$ cat src/rtl/program_fetch_unit_pkg.sv
// program_fetch_unit_pkg: shared text base, fetch state encoding, buffer entry and address legality
package program_fetch_unit_pkg;
   localparam logic [31:0] TEXT_BASE_DEF = 32'h0040_0000;
   typedef enum logic {RUN, FAULT} state_t;
   typedef struct packed {
      logic [31:0] pc;
      logic [31:0] instr;
   } entry_t;
   localparam int ENTRY_W = $bits(entry_t);
   function automatic logic addr_legal(input logic [31:0] a, input logic [31:0] base, input int unsigned depth);
      logic [32:0] lo;
      logic [32:0] hi;
      lo = {1'b0, base};
      hi = lo + 33'(depth) * 33'd4;
      return a[1:0] == 2'b00 && {1'b0, a} >= lo && {1'b0, a} < hi;
   endfunction
endpackage

$ cat src/rtl/program_fetch_unit_fetch_buffer.sv
// fetch_buffer: small synchronous FIFO with flush; empty head reads as zero
module fetch_buffer #(
   parameter int W = 64,
   parameter int DEPTH = 2,
   localparam int AW = $clog2(DEPTH),
   localparam int CW = AW + 1
) (
   input  logic          clk,
   input  logic          reset,
   input  logic          push,
   input  logic          pop,
   input  logic          flush,
   input  logic [W-1:0]  din,
   output logic [W-1:0]  dout,
   output logic [CW-1:0] count
);
   logic [W-1:0] mem [DEPTH];
   logic [AW-1:0] rd, wr;
   always_ff @(posedge clk) begin
      if (reset || flush) begin
         rd <= '0;
         wr <= '0;
         count <= '0;
      end else begin
         if (push) begin
            mem[wr] <= din;
            wr <= wr + AW'(1);
         end
         if (pop) rd <= rd + AW'(1);
         count <= count + CW'(push) - CW'(pop);
      end
   end
   assign dout = count == '0 ? '0 : mem[rd];
endmodule

$ cat src/rtl/program_fetch_unit.sv
// program_fetch_unit: fetch PC sequencer with prefetch buffer, redirect flush and illegal-address fault
module program_fetch_unit
   import program_fetch_unit_pkg::*;
#(
   parameter int DATA_WIDTH = 32,
   parameter int MEMORY_DEPTH = 64,
   parameter logic [31:0] TEXT_BASE = TEXT_BASE_DEF,
   parameter int BUF_DEPTH = 2
) (
   input  logic                  clk,
   input  logic                  reset,
   output logic [DATA_WIDTH-1:0] Mem_Address_o,
   input  logic [DATA_WIDTH-1:0] Mem_Instruction_i,
   input  logic                  Redirect_i,
   input  logic [DATA_WIDTH-1:0] Redirect_Target_i,
   output logic                  Instr_Valid_o,
   input  logic                  Instr_Ready_i,
   output logic [DATA_WIDTH-1:0] Instruction_o,
   output logic [DATA_WIDTH-1:0] Instr_PC_o,
   output logic                  Fault_o,
   output logic [DATA_WIDTH-1:0] Fault_Addr_o
);
   localparam int CW = $clog2(BUF_DEPTH) + 1;
   state_t state, state_n;
   logic [DATA_WIDTH-1:0] fetch_pc, fetch_pc_n, fault_addr_n;
   logic [CW-1:0] count;
   logic legal, push, pop;
   entry_t din, dout;
   assign legal = addr_legal(fetch_pc, TEXT_BASE, MEMORY_DEPTH);
   assign Instr_Valid_o = count != '0 && !Redirect_i;
   assign pop = Instr_Valid_o && Instr_Ready_i;
   assign push = state == RUN && !Redirect_i && legal && (count < CW'(BUF_DEPTH) || pop);
   assign din = '{pc: fetch_pc, instr: Mem_Instruction_i};
   assign Mem_Address_o = fetch_pc;
   assign Instruction_o = dout.instr;
   assign Instr_PC_o = dout.pc;
   assign Fault_o = state == FAULT;
   always_comb begin
      state_n = state;
      fetch_pc_n = fetch_pc;
      fault_addr_n = Fault_Addr_o;
      if (Redirect_i) begin
         state_n = RUN;
         fetch_pc_n = Redirect_Target_i;
      end else if (state == RUN && !legal) begin
         state_n = FAULT;
         fault_addr_n = fetch_pc;
      end else if (push) begin
         fetch_pc_n = fetch_pc + DATA_WIDTH'(4);
      end
   end
   always_ff @(posedge clk) begin
      if (reset) begin
         state <= RUN;
         fetch_pc <= TEXT_BASE;
         Fault_Addr_o <= '0;
      end else begin
         state <= state_n;
         fetch_pc <= fetch_pc_n;
         Fault_Addr_o <= fault_addr_n;
      end
   end
   fetch_buffer #(.W(ENTRY_W), .DEPTH(BUF_DEPTH)) u_buf (
      .clk(clk),
      .reset(reset),
      .push(push),
      .pop(pop),
      .flush(Redirect_i),
      .din(din),
      .dout(dout),
      .count(count)
   );
endmodule

$ cat config.mk
export PLATFORM = sky130hd
export DESIGN_NAME = program_fetch_unit
export DESIGN_NICKNAME = d
export VERILOG_FILES = /design/src/rtl/program_fetch_unit_pkg.sv /design/src/rtl/program_fetch_unit_fetch_buffer.sv /design/src/rtl/program_fetch_unit.sv
export SDC_FILE = /design/constraint.sdc
export NUM_CORES = 1
export LEC_CHECK = 0
export BUFFER_PORTS_ARGS = -buffer_cell sky130_fd_sc_hd__buf_2
export CAP_MARGIN = 15
export CORE_AREA = 8 8 130 132
export CTS_BUF_LIST = sky130_fd_sc_hd__clkbuf_16
export DETAILED_ROUTE_END_ITERATION = 12
export DIE_AREA = 0 0 138 140
export MAX_ROUTING_LAYER = met4
export PLACE_DENSITY = 0.86
export SLEW_MARGIN = 20
export SYNTH_ARGS = -nofsm -noshare
export SYNTH_HDL_FRONTEND = slang
export SYNTH_HIERARCHICAL = 1
export SYNTH_SLANG_ARGS = --single-unit
$ cat constraint.sdc
create_clock -name clk -period 10.1 [get_ports clk]
set_input_delay 0 -clock clk [delete_from_list [all_inputs] [get_ports clk]]
set_output_delay 0 -clock clk [all_outputs]
set_load 0.01 [all_outputs]
==> impl_metrics.csv <==
group,metric,value,unit
run_status,status,"complete, no violations",
detailed_routing,drt_iter0_drc,345,
global_routing,groute.usage.overall,20.4,%
worst_setup_path,crit_required,10.14,ns
cells_and_area,instances_no_fill,1032,
global_routing,antenna_found_initial,0,
worst_setup_path,crit_cells,4,
synth,syn_nets,649,
detailed_routing,route.detailed.drc,0,
sta,fmax,314,MHz
power_and_ir_drop,power,1.61,mW
global_routing,grtUsageMet2,33.2,%
global_routing,grt_max_degree,73,
synth,ys_ff_latch,198,
global_routing,grt-busiest-layer,"met2",
sta,rsz0062_at_grt,"no",
synth,synthesis.area,7690,sq um
detailed_routing,wire_per_inst,18.9,um
synth,ys.flop_type,"edfxtp_1",
synth,async_flop_share,0,%
power_and_ir_drop,p_sw_share,21.8,%
worst_setup_path,worstSetupEndpointType,"register",
sta,finClkSkew,0.00883,ns
floorplan,io_pins,198,
cts,h-tree-depth,4,
cts,postCtsSetupRepairBufs,0,
sta,setup_violations,0,
global_routing,grt_overflow,0,
floorplan,start_util,51.8,%
placement,place_congestion,0.785,
detailed_routing,wirelength,19500,um
global_routing,grt_first_pass_wirelength,30500,um
min_path,holdPathStages,4,
global_routing,met1_usage,24.2,%
sta,maxSlewViolCount,0,
cts,cts_buffers,17,
synth,syn-mean-instance-area,13.3,sq um
worst_setup_path,cpPeakStageDelay,0.95,ns
detailed_routing,vias_per_cell,5.19,
global_routing,grt_pass1_vias,5583,
power_and_ir_drop,p_sw,0.352,mW
power_and_ir_drop,peakVddDrop,0.104,mV
power_and_ir_drop,p_int,1.26,mW
synth,yosysSeqAreaShare,68.2,%
detailed_routing,num_vias,5358,
worst_setup_path,cp_top_family,"simple AND/OR/NAND/NOR gates",
cells_and_area,antenna_cells,0,
worst_setup_path,worstPathCellList,"nor4_2, nand4_2, nor4_4, and3_4",
placement,dp.cells,936,
sta,setup_tns,0,ns
sta,slew_headroom,37.3,%
synth,yosys_warnings,6,
floorplan,die_area,19300,sq um
worst_setup_path,crit_path_max_fanout,64,
worst_setup_path,startpoint_type,"register",
floorplan,fp.dieW,138,um
cells_and_area,fin_nets,903,
worst_setup_path,worst-path-buf-inv,0,
worst_setup_path,slowest_stage,"and3_4",
sta,finalHoldViolCount,0,
worst_setup_path,worstSetupPathType,"reg -> reg",
worst_setup_path,critPathArrivalTime,3.23,ns
cts,cts_tree,"built",
cts,clock-sinks,198,
cts,clock_path_buffers,2,
run,drv_cap,0,
min_path,hold_path.class,"in -> reg",
cells_and_area,drive_above_1_share,29.6,%
power_and_ir_drop,clockPowerShare,38.3,%
placement,hpwl,12400,um
synth,synth_edf_count,128,
cts,cts_root_buf,"clkbuf_16",
synth,synthCells,577,
placement,io_buffers,197,
power_and_ir_drop,power_density,162,nW/um^2
detailed_routing,postRouteAntennaNets,0,
global_routing,grt_util_met3,5.54,%
cells_and_area,syn_to_final_growth,29.0,%
cts,clock_latency,0.42,ns
sta,post-route-min-period,3.18,ns
detailed_routing,dr.pass1.iters,4,
floorplan,core,14900,sq um
sta,fin_crit_sh,31.5,%
power_and_ir_drop,seqPwrFrac,55.1,%
floorplan,rows,45,
floorplan,die_y,140,um
sta,worst_pin_slew,0.941,ns
cts,clk_pin_slew,0.06,ns
worst_setup_path,rr_worst_depth,4,
power_and_ir_drop,power_leakage,3.99,nW
synth,synth_cell_types,42,
power_and_ir_drop,combPwrFrac,6.5,%
-- cell usage after synthesis, types with 2 or more instances --
library cell	n	area share [%]
mux2i_1	89	12
xnor2_1	2	0.23
edfxtp_1	128	50
nor4_1	4	0.33
mux2_2	3	0.44
a21oi_1	33	2.1
nor3_1	6	0.39
nor4_2	3	0.49
nor2b_1	3	0.24
ha_1	4	0.65
buf_12	6	1.6
nand2_1	65	3.2
inv_1	10	0.49
nor2_1	96	4.7
and3_1	3	0.24
buf_4	7	0.68
and2_1	2	0.16
clkbuf_1	12	0.59
a211oi_1	3	0.29
dfxtp_1	70	18
buf_2	5	0.33
buf_6	2	0.29
nand4_1	2	0.16
-- registers in the layout, indices dropped and copies added (netlist names), named ones only --
register / flops
u_buf/mem: 128
Fault_Addr_o: 32
Mem_Address_o: 32
u_buf/count: 2
Fault_o: 1
u_buf/rd: 1
u_buf/wr: 1
-- stage by stage --
step           cell area, sq um  hold WS (ns)  setup slack [ns]  util [%]
6_report                   9920        0.0124              6.92      66.8
5_1_grt                    9920        0.0221              6.71      66.8
4_1_cts                    9900       0.00277              6.89      66.6
3_5_place_dp               8730         0.192              6.93      58.7
3_3_place_gp               8730         0.188              6.98      58.7
2_1_floorplan              7690        0.0690              1.84         -
-- worst min-delay path, cell delays in order --
cell and delay (ns):
buf_2 0.10, nor2b_1 0.13, a311oi_1 0.07, o21a_1 0.10
-- placed cells by master, fill, tap and decap left out, types with 2 or more instances in the layout --
| cell type | Yosys | final |
|---|---|---|
| nor4_2 | 3 | 4 |
| nor2_1 | 96 | 96 |
| dlygate4sd3_1 | 0 | 63 |
| and2_1 | 2 | 2 |
| clkinv_4 | 0 | 2 |
| clkbuf_16 | 0 | 17 |
| clkinv_1 | 0 | 2 |
| a21oi_1 | 33 | 33 |
| nand2_1 | 65 | 65 |
| inv_6 | 0 | 3 |
| nor2b_1 | 3 | 3 |
| xnor2_1 | 2 | 2 |
| ha_1 | 4 | 4 |
| nand4_1 | 2 | 2 |
| edfxtp_1 | 128 | 128 |
| a211oi_1 | 3 | 3 |
| nor4_1 | 4 | 3 |
| mux2i_1 | 89 | 89 |
| nor3_1 | 6 | 6 |
| buf_4 | 7 | 6 |
| clkinv_2 | 0 | 3 |
| and3_1 | 3 | 2 |
| inv_1 | 10 | 12 |
| dfxtp_1 | 70 | 69 |
| buf_2 | 5 | 197 |
| mux2_2 | 3 | 3 |
-- final timing paths --
| kind | from | endpoint | slack, ns |
|---|---|---|---|
| setup / recovery | Mem_Address_o[14] | u_buf/mem[1][22] | 6.92 |
| hold / removal | Redirect_Target_i[4] | Mem_Address_o[4] | 0.01 |
| setup reg to reg | Mem_Address_o[14] | u_buf/mem[1][22] | 6.92 |
| hold reg to reg | Fault_Addr_o[23] | Fault_Addr_o[23] | 0.45 |
-- layout make-up --
cell class	count	area (sq um)
clock buffer	17	425
clock inverter	15	115
fill	1088	4940
inverter	10	37.5
multi-input combinational	337	2170
sequential	198	5250
tap	188	235
timing repair buffer	267	1690
-- kinds of logic (layout without fill, tap and decap cells) --
group                      count (synthesis)  in the layout  synth area share [%]
AOI/OAI and AO/OA                         47             47                  3.85
buffers and inverters                     42            309                  3.93
DFF                                      198            198                  68.2
and+or+nand+nor                          191            191                  10.9
xor gates and xnor gates                   3              3                 0.520
adders and majority gates                  4              4                 0.650
muxes                                     92             92                  12.0
-- layer usage --
| layer | up-vias | wire length [um] |
|---|---|---|
| met3 | 21 | 1400 |
| met1 | 2562 | 8280 |
| met2 | 212 | 9480 |
| li1 | 2563 | - |
| met4 | 0 | 345 |
| met5 | - | 0 |
-- power by group through the flow --
| stage | Combinational [mW] | Sequential, mW | Clock [mW] |
|---|---|---|---|
| 2_1_floorplan | 0.0377 | 0.909 | 0 |
| 3_3_place_gp | 0.0845 | 0.904 | 0 |
| 3_5_place_dp | 0.0855 | 0.906 | 0 |
| 4_1_cts | 0.105 | 0.888 | 0.629 |
| 5_1_grt | 0.114 | 0.890 | 0.659 |
| 6_report | 0.106 | 0.889 | 0.618 |
-- repair_timing --
action	CTS	global route
endpoints found under the hold margin	95	0
endpoints found under the setup margin	0	0
gates resized for setup	0	0
hold buffers	63	0
Power figures use the tool's default switching activity.
